`config.mk`:
```
export PLATFORM = sky130hd
export DESIGN_NAME = inst_mem_loader
export DESIGN_NICKNAME = d
export VERILOG_FILES = /design/src/rtl/inst_mem_loader.sv
export SDC_FILE = /design/constraint.sdc
export NUM_CORES = 1
export LEC_CHECK = 0
export ABC_AREA = 1
export CORE_ASPECT_RATIO = 1.75
export CORE_MARGIN = 4
export CORE_UTILIZATION = 45
export DETAILED_ROUTE_END_ITERATION = 10
export PLACE_DENSITY = 0.7
export RECOVER_POWER = 50
export SLEW_MARGIN = 30
export SYNTH_ARGS = -nofsm -noshare
export SYNTH_HDL_FRONTEND = slang
export SYNTH_SLANG_ARGS = --single-unit
```
`constraint.sdc`:
```
create_clock -name clock -period 3.29 [get_ports clock]
set_input_delay 0.658 -clock clock [delete_from_list [all_inputs] [get_ports clock]]
set_output_delay 0.658 -clock clock [all_outputs]
set_load 0.1 [all_outputs]
```
`src/rtl/inst_mem_loader.sv`:
```
// Instruction-memory loader: packs a big-endian byte stream into 32-bit words and
// writes them to consecutive word addresses while holding the CPU off.
module inst_mem_loader #(
  parameter int ADDR_WIDTH = 10
) (
  input  logic                  clock,
  input  logic                  reset,
  input  logic                  start,
  input  logic [ADDR_WIDTH:0]   word_count,
  input  logic [7:0]            in_data,
  input  logic                  in_valid,
  output logic                  in_ready,
  output logic                  mem_we,
  output logic [ADDR_WIDTH-1:0] mem_addr,
  output logic [31:0]           mem_wdata,
  output logic                  busy,
  output logic                  done,
  output logic                  cpu_hold
);

  localparam logic [ADDR_WIDTH:0] MAX_WORDS = {1'b1, {ADDR_WIDTH{1'b0}}};
  localparam logic [ADDR_WIDTH:0] ONE       = {{ADDR_WIDTH{1'b0}}, 1'b1};

  // IDLE: wait for start | LOAD: take bytes | LAST_WRITE: final word pulse | DONE: CPU released
  typedef enum logic [1:0] {IDLE, LOAD, LAST_WRITE, DONE} state_t;

  state_t                state_q, state_d;
  logic [1:0]            byte_cnt_q, byte_cnt_d;
  logic [31:0]           asm_q, asm_d;
  logic [ADDR_WIDTH:0]   word_idx_q, word_idx_d;
  logic [ADDR_WIDTH:0]   words_total_q, words_total_d;
  logic                  mem_we_q, mem_we_d;
  logic [ADDR_WIDTH-1:0] mem_addr_q, mem_addr_d;
  logic [31:0]           mem_wdata_q, mem_wdata_d;
  logic [ADDR_WIDTH:0]   wc_sat;

  assign wc_sat = (word_count > MAX_WORDS) ? MAX_WORDS : word_count;

  always_ff @(posedge clock) begin
    if (reset) begin
      state_q       <= IDLE;
      byte_cnt_q    <= '0;
      asm_q         <= '0;
      word_idx_q    <= '0;
      words_total_q <= '0;
      mem_we_q      <= 1'b0;
      mem_addr_q    <= '0;
      mem_wdata_q   <= '0;
    end else begin
      state_q       <= state_d;
      byte_cnt_q    <= byte_cnt_d;
      asm_q         <= asm_d;
      word_idx_q    <= word_idx_d;
      words_total_q <= words_total_d;
      mem_we_q      <= mem_we_d;
      mem_addr_q    <= mem_addr_d;
      mem_wdata_q   <= mem_wdata_d;
    end
  end

  always_comb begin
    state_d       = state_q;
    byte_cnt_d    = byte_cnt_q;
    asm_d         = asm_q;
    word_idx_d    = word_idx_q;
    words_total_d = words_total_q;
    mem_we_d      = 1'b0;
    mem_addr_d    = mem_addr_q;
    mem_wdata_d   = mem_wdata_q;
    case (state_q)
      IDLE, DONE: begin
        if (start) begin
          byte_cnt_d    = '0;
          word_idx_d    = '0;
          words_total_d = wc_sat;
          state_d       = (wc_sat == '0) ? DONE : LOAD;
        end
      end
      LOAD: begin
        if (in_valid) begin
          byte_cnt_d = byte_cnt_q + 2'd1;
          case (byte_cnt_q)
            2'd0: asm_d[31:24] = in_data;
            2'd1: asm_d[23:16] = in_data;
            2'd2: asm_d[15:8]  = in_data;
            default: begin
              // The fourth byte bypasses asm_q so the word is written the very next cycle.
              mem_we_d    = 1'b1;
              mem_addr_d  = word_idx_q[ADDR_WIDTH-1:0];
              mem_wdata_d = {asm_q[31:8], in_data};
              word_idx_d  = word_idx_q + ONE;
              if (word_idx_q == words_total_q - ONE) state_d = LAST_WRITE;
            end
          endcase
        end
      end
      LAST_WRITE: state_d = DONE;
      default:    state_d = IDLE;
    endcase
  end

  assign in_ready  = (state_q == LOAD);
  assign busy      = (state_q == LOAD) || (state_q == LAST_WRITE);
  assign done      = (state_q == DONE);
  assign cpu_hold  = (state_q != DONE);
  assign mem_we    = mem_we_q;
  assign mem_addr  = mem_addr_q;
  assign mem_wdata = mem_wdata_q;

endmodule

```
==> flow_summary.ini, run 1 <==
[run_status]
status = finished clean

[routing]
routed_wl_um = 10500
drc = 0
viasPerCell = 5.33
top_layer = met4
drt-met1-wl_um = 3790
routed-wl-met2_um = 5790
via_count = 3893
wl_per_cell_um = 14.3
drt_first_pass_iters = 5
drt_iter0_drc = 241
ant_nets = 0
dr_wl_met3_um = 473

[cts]
cts.reportedPaths.clkPinSlew_ns = 0.07
clock_latency_ns = 0.34
clock-sinks = 93
cts_root_buf = clkbuf_16
cts_buffer_depth = 2
numCtsBuffers = 9
cts_tree = built
hold_buffers = 0
postCtsResizedCells = 0
post_cts_buffers = 0
htreeDepth = 3

[flow_run]
cap_violations = 0

[floorplan]
dieArea_um2 = 10800
num_rows = 46
core_um2 = 8980
die_x_um = 80.3
io_pins = 70
die_h_um = 135
start_util_pct = 45.9

[sta]
relSlewSlack_pct = 20.9
hold_viol_final = 0
finalCriticalPeriod_ns = 2.67
setup_viol = 0
period_share_pct = 81.2
clock_skew_ns = 0.00489
max_freq_mhz = 374
rsz0062_at_grt = false
setup_slack_ns = 0.619
slew_viol_final = 0
tns_ns = 0
tightest_slew_ns = 1.19

[logic_synthesis]
ys_seq_elements = 93
syn_area_um2 = 4120
seq_area_frac_synth_pct = 45.2
synth_nets = 582
synthAdderAreaFrac_pct = 2.73
syn_area_per_cell_um2 = 7.49
syn-instance-count = 550
synth-compound-area-share_pct = 14.9
ys_warn_count = 0
synthMuxAreaShare_pct = 0
synth_xor_area_share_pct = 1.91
synth_top_family_by_area = simple AND/OR/NAND/NOR gates
synth_simple_gate_area_share_pct = 28.5
synth_cell_types = 35

[power_and_ir_drop]
p_leak_nw = 1.74
ir_drop_mv = 0.357
cellPowerDensity_nw_per_um2 = 750

[critical_path]
critical_path.max_fanout = 4
cp.arrival_ns = 2.01
critical_path_class = reg2out
max_stage_delay_ns = 0.86
cp.required_ns = 2.63
startpoint_type = flip-flop
critPathTopFamily = buffers and inverters
path_cells = inv_1, ha_1, inv_2, clkbuf_1
end_kind = primary output
crit_slowest_cell = clkbuf_1
worst-path-buf-inv = 3

[cells_and_area]
diodes = 0
layout_common_cells = nand2_1 (126), dfxtp_1 (93), a21oi_1 (90)
design_area_um2 = 4860
fin_nets = 637
nFillCells = 943
syn2layout_area_growth_pct = 18.0
drive_above_1_share_pct = 5.90
final_common_cell = nand2_1

[place]
hpwl_um = 7730
port_buffers = 69
dp_slack_ns = 0.757
gp_congestion = 0.864
placed_area_um2 = 4750

[global_routing]
grt_start_max_net_pins = 84
gr-total-overflow = 0
grt_pass1_vias = 3671
grt_antenna_before_repair = 0
grt_pass1_wl_um = 17000
grt_usage_pct = 20.1

[min_path]
hold_path_class = reg2reg
[metrics by stage]
step	utilization (%)	cells	power, mW	hold WS [ns]
2_1_floorplan	-	550	2.34	0.442
5_1_grt	54.2	730	3.88	0.484
3_3_place_gp	52.9	714	2.57	0.450
6_report	54.2	730	3.65	0.462
4_1_cts	56.6	730	3.73	0.465
3_5_place_dp	52.9	714	2.60	0.456
[final timing paths]
kind,start,end,slack [ns],depth (start not counted)
setup reg to reg,state_q[1],word_idx_q[9],0.94,10
hold reg to reg,mem_wdata[12],mem_wdata[12],0.46,2
hold / removal,mem_wdata[12],mem_wdata[12],0.46,2
setup / recovery,state_q[1],busy,0.62,4
[cell type report]
| class | instances | area, um2 | area share [%] |
|---|---|---|---|
| multi-input combinational | 387 | 1930 | 39.8 |
| clock buffer | 9 | 225 | 4.63 |
| clock inverter | 7 | 105 | 2.16 |
| timing repair buffer | 75 | 440 | 9.06 |
| tap | 120 | 150 | 3.09 |
| inverter | 39 | 146 | 3.01 |
| sequential | 93 | 1860 | 38.3 |
[sequential cells by signal, summed over array words and instances, names as in the netlist]
| register | count |
|---|---|
| mem_wdata | 32 |
| asm_q | 24 |
| word_idx_q | 11 |
| words_total_q | 11 |
| mem_addr | 10 |
| byte_cnt_q | 2 |
| state_q | 2 |
| mem_we | 1 |
[Yosys cell counts, drive strengths merged]
master  count  area, um2
nand4       4       37.5
xor2        5       43.8
dfxtp      93       1860
o21bai      1       7.51
nand3b      1       7.51
xnor2       4       35.0
nand3      84        433
or2         1       6.26
a211oi     12       90.1
and3        1       6.26
nand2     128        495
buf         6       38.8
inv        39        146
clkbuf     25       95.1
nor3        4       36.3
ha          9        113
nor4        4       25.0
o21ai      11       66.3
nor2       27        119
nor3b       1       7.51
a21oi      90        450
[per-layer routing]
layer	up-vias	GRT usage (%)
met5	-	0
met4	0	10.2
met3	32	4.27
met2	117	37.3
met1	1792	20.6
li1	1952	-
[worst min-delay path, delay by kind of cell, from the launching register on]
kind / cells / cell delay [ns]
DFF: 1 / 0.31
and+or+nand+nor: 1 / 0.06
AOI/OAI and AO/OA: 1 / 0.05
[power breakdown]
group | switching (mW) | internal (mW) | total (mW)
clock | 0.460 | 0.678 | 1.14
sequential | 0.0814 | 1.22 | 1.30
combinational | 0.852 | 0.361 | 1.21
[cell families after synthesis]
kind of cell | count (synthesis)
AOI/OAI and AO/OA | 114
adders and majority gates | 9
DFF | 93
xor gates and xnor gates | 9
buffers and inverters | 70
and+or+nand+nor | 255
No activity file was read; power rests on OpenSTA's default activity.
==> inputs of run 2 (changes only) <==
==> constraint.sdc (replaced) <==
create_clock -name clock -period 2.7 [get_ports clock]
set_input_delay 0.54 -clock clock [delete_from_list [all_inputs] [get_ports clock]]
set_output_delay 0.54 -clock clock [all_outputs]
set_load 0.1 [all_outputs]
==> flow_summary.ini, run 2 (same netlist as run 1, synthesis figures left out) <==
[run_status]
status = finished clean

[floorplan]
die_h_um = 135
io_pins = 70
die_x_um = 80.3
num_rows = 46
start_util_pct = 45.9
dieArea_um2 = 10800
core_um2 = 8980

[cts]
htreeDepth = 3
postCtsResizedCells = 0
cts_root_buf = clkbuf_16
clock_latency_ns = 0.34
cts_buffer_depth = 2
cts_tree = built
clock-sinks = 93
cts.reportedPaths.clkPinSlew_ns = 0.06
numCtsBuffers = 9
post_cts_buffers = 0
hold_buffers = 0

[cells_and_area]
drive_above_1_share_pct = 6.40
final_common_cell = nand2_1
utilization_pct = 54.0
nFillCells = 959
fin_nets = 637
layout_common_cells = nand2_1 (124), dfxtp_1 (93), a21oi_1 (90)
diodes = 0
largest_register_ffs = 32
syn2layout_area_growth_pct = 17.6

[routing]
ant_nets = 0
drc = 0
drt_iter0_drc = 291
wl_per_cell_um = 14.5
routed_wl_um = 10600
via_count = 3799
viasPerCell = 5.21
drt_first_pass_iters = 4

[min_path]
hp-start = mem_wdata[20]
holdPathEnd = mem_wdata[20]
hold_path_class = reg2reg
holdPathStages = 2

[place]
hpwl_um = 7760
gp_congestion = 0.904
port_buffers = 69
dp_slack_ns = 0.362

[power_and_ir_drop]
p_leak_nw = 1.74
cellPowerDensity_nw_per_um2 = 879
ir_drop_mv = 0.401
seq_power_share_pct = 37.1
p_sw_mw = 1.67
swShare_pct = 39.2
p_int_mw = 2.59
p_clk_share_pct = 26.9
comb_power_share_pct = 36.0

[global_routing]
gr-total-overflow = 0
grt_antenna_before_repair = 0
grt_start_max_net_pins = 84
grt_usage_pct = 20.0
grt_pass1_wl_um = 17000
grt_pass1_vias = 3692

[sta]
hold_viol_final = 0
setup_viol = 0
slew_viol_final = 0
max_freq_mhz = 430
tns_ns = 0
clock_skew_ns = 0.00643
rsz0062_at_grt = false
finalCriticalPeriod_ns = 2.33
tightest_slew_ns = 1.19
setup_slack_ns = 0.372
period_share_pct = 86.2
relSlewSlack_pct = 21.1

[critical_path]
startpoint_type = flip-flop
rrSetupSlack_ns = 0.50
reg2regPathDepth = 10
startpoint = state_q[0]
critical_path.max_fanout = 4
cp.required_ns = 2.16
end_kind = primary output
critical_path_class = reg2out
timing.rr.end = word_idx_q[7]
cp.arrival_ns = 1.79
r2r_start = state_q[1]

[flow_run]
cap_violations = 0
## run 2: changes by cell type in the layout (fill, tap and decap cells not counted), sizes merged
cell	delta
inv	-3
clkdlybuf4s50	+1
clkinvlp	+1
dlygate4sd3	-1
bufinv	-2
clkinv	+1
clkbuf	+2
## run 2: power groups by stage
stage / Clock (mW) / Combinational, mW / Sequential (mW)
final: 1.15 / 1.53 / 1.58
after global routing: 1.22 / 1.72 / 1.60
after CTS: 1.16 / 1.58 / 1.58
after detailed placement: 0 / 1.57 / 1.61
after global placement: 0 / 1.54 / 1.61
after floorplan: 0 / 1.26 / 1.59
## run 2: worst max path at each step
stage / end / cells past startpoint
after floorplan: cpu_hold / 2
after global placement: state_q[1] / 12
after detailed placement: state_q[1] / 12
after CTS: in_ready / 3
after global routing: word_idx_q[7] / 10
final: cpu_hold / 3
## run 2: layout make-up
| class | instances | area [um2] | share of cell area (%) |
|---|---|---|---|
| clock inverters | 4 | 25.0 | 0.516 |
| multi-input cells | 387 | 1970 | 40.6 |
| inverters | 39 | 146 | 3.02 |
| repair buffers | 75 | 454 | 9.37 |
| well taps | 120 | 150 | 3.10 |
| flip-flops and latches | 93 | 1860 | 38.4 |
| clock buffers | 11 | 243 | 5.01 |
## run 2: per-stage QoR
stage          hold WS [ns]  total power [mW]  cell area, um2  std cells
4_1_cts               0.463              4.33            5030        729
3_5_place_dp          0.455              3.18            4760        714
6_report              0.460              4.26            4850        729
2_1_floorplan         0.442              2.85            4120        550
3_3_place_gp          0.449              3.14            4760        714
5_1_grt               0.472              4.54            4850        729
## run 2: worst max-delay path: stages (launching register included)
cell and delay (ns):
dfxtp_1 0.34, ha_1 0.21, inv_1 0.05, clkbuf_1 0.85
## run 2: per-layer routing
metal | vias up | global-route usage, % | part of all wire, %
met3 | 29 | 3.74 | 3.3
met4 | 0 | 10.2 | 3.9
met5 | - | 0 | 0
li1 | 1953 | - | -
met2 | 87 | 37.7 | 55
met1 | 1730 | 20.3 | 37
==> inputs of run 3 (changes only) <==
--- a/config.mk
+++ b/config.mk
@@ -10,7 +10,7 @@
 export CORE_MARGIN = 4
 export CORE_UTILIZATION = 45
 export DETAILED_ROUTE_END_ITERATION = 10
-export PLACE_DENSITY = 0.7
+export PLACE_DENSITY = 0.68
 export RECOVER_POWER = 50
 export SLEW_MARGIN = 30
 export SYNTH_ARGS = -nofsm -noshare
==> flow_summary.ini, run 3 (same netlist as run 1, synthesis figures left out) <==
[sta]
clock_skew_ns = 0.00598
max_freq_mhz = 428
tns_ns = 0
relSlewSlack_pct = 21.2
slew_viol_final = 0
holdWs_ns = 0.457
tightest_slew_ns = 1.19
finalCriticalPeriod_ns = 2.34
rsz0062_at_grt = false
hold_viol_final = 0
period_share_pct = 86.5
setup_viol = 0

[place]
dp.cells = 716
hpwl_um = 7750
port_buffers = 69
gp_congestion = 0.907

[global_routing]
grt_usage_pct = 19.8
gr-total-overflow = 0
grt_start_max_net_pins = 62
grt_pass1_vias = 3587
grt_antenna_before_repair = 0
grt_pass1_wl_um = 16600

[cells_and_area]
diodes = 0
drive_above_1_share_pct = 6.38
utilization_pct = 54.7
layout_common_cells = nand2_1 (125), dfxtp_1 (93), a21oi_1 (90)
fin_nets = 639
final_common_cell = nand2_1
nFillCells = 962
syn2layout_area_growth_pct = 19.2
fin_cells = 731
largest_register_ffs = 32

[routing]
via_count = 3836
drt_iter0_drc = 263
viasPerCell = 5.25
drt_first_pass_iters = 4
wl_per_cell_um = 14.1
routed_wl_um = 10300
drc = 0
ant_nets = 0

[cts]
clock-sinks = 93
cts_tree = built
postCtsResizedCells = 0
cts_root_buf = clkbuf_16
hold_buffers = 0
htreeDepth = 3
cts.reportedPaths.clkPinSlew_ns = 0.06
post_cts_buffers = 0
cts_buffer_depth = 2
numCtsBuffers = 9
clock_latency_ns = 0.33

[critical_path]
cp.required_ns = 2.16
startpoint_type = flip-flop
critical_path_class = reg2out
path_cells = ha_1, inv_1, clkbuf_1
startpoint = state_q[0]
cp.arrival_ns = 1.80
max_stage_delay_ns = 0.85
crit_slowest_cell = clkbuf_1
critical_path.max_fanout = 4
end_kind = primary output
r2r_start = state_q[1]

[floorplan]
die_x_um = 80.3
die_h_um = 135
start_util_pct = 45.9
num_rows = 46
io_pins = 70
core_um2 = 8980
dieArea_um2 = 10800

[min_path]
hold_path_class = reg2reg
hp-start = mem_wdata[21]

[power_and_ir_drop]
ir_drop_mv = 0.604
p_leak_nw = 1.78
cellPowerDensity_nw_per_um2 = 910

[flow_run]
cap_violations = 0

[run_status]
status = finished clean
-- run 3: critical path, delay by kind of cell (launching register included) --
family	cells	cell delay [ns]
flops	1	0.34
fa+ha+maj	1	0.21
buf+inv	2	0.90
-- run 3: area by class of cell --
class	instances	area [um2]	share of cell area, %
Multi-Input combinational cell	387	1950	39.8
Sequential cell	93	1860	37.9
Timing Repair Buffer	77	468	9.52
Clock buffer	12	267	5.42
Tap cell	120	150	3.06
Inverter	39	146	2.98
Clock inverter	3	67.6	1.38
-- run 3: layer usage --
layer  up-vias  part of all wire (%)  GRT usage [%]
met5         -                     0              0
met4         0                   3.9           11.0
met3        26                   3.6           2.80
met2        88                    55           37.1
met1      1770                    37           20.2
li1       1952                     -              -
-- run 3: per-stage QoR --
step | instance area [um2] | total power [mW] | setup slack [ns]
floorplan | 4120 | 2.85 | 0.299
global placement | 4780 | 3.15 | 0.342
detailed placement | 4780 | 3.19 | 0.348
CTS | 5110 | 4.57 | 0.527
global route | 4910 | 4.76 | 0.263
finish | 4910 | 4.47 | 0.365
-- run 3: where the power goes --
part           switching, mW  leakage [nW]  total [mW]  internal (mW)
clock                  0.502         0.161        1.38          0.882
combinational           1.04         0.866        1.50          0.461
sequential             0.103         0.753        1.58           1.48
total                   1.65          1.78        4.47           2.82
-- run 3: path summary, 6_finish.rpt --
kind	to	slack, ns	depth (start not counted)
min	mem_wdata[21]	0.46	2
min reg2reg	mem_wdata[21]	0.46	2
max	cpu_hold	0.36	3
max reg2reg	word_idx_q[2]	0.50	8
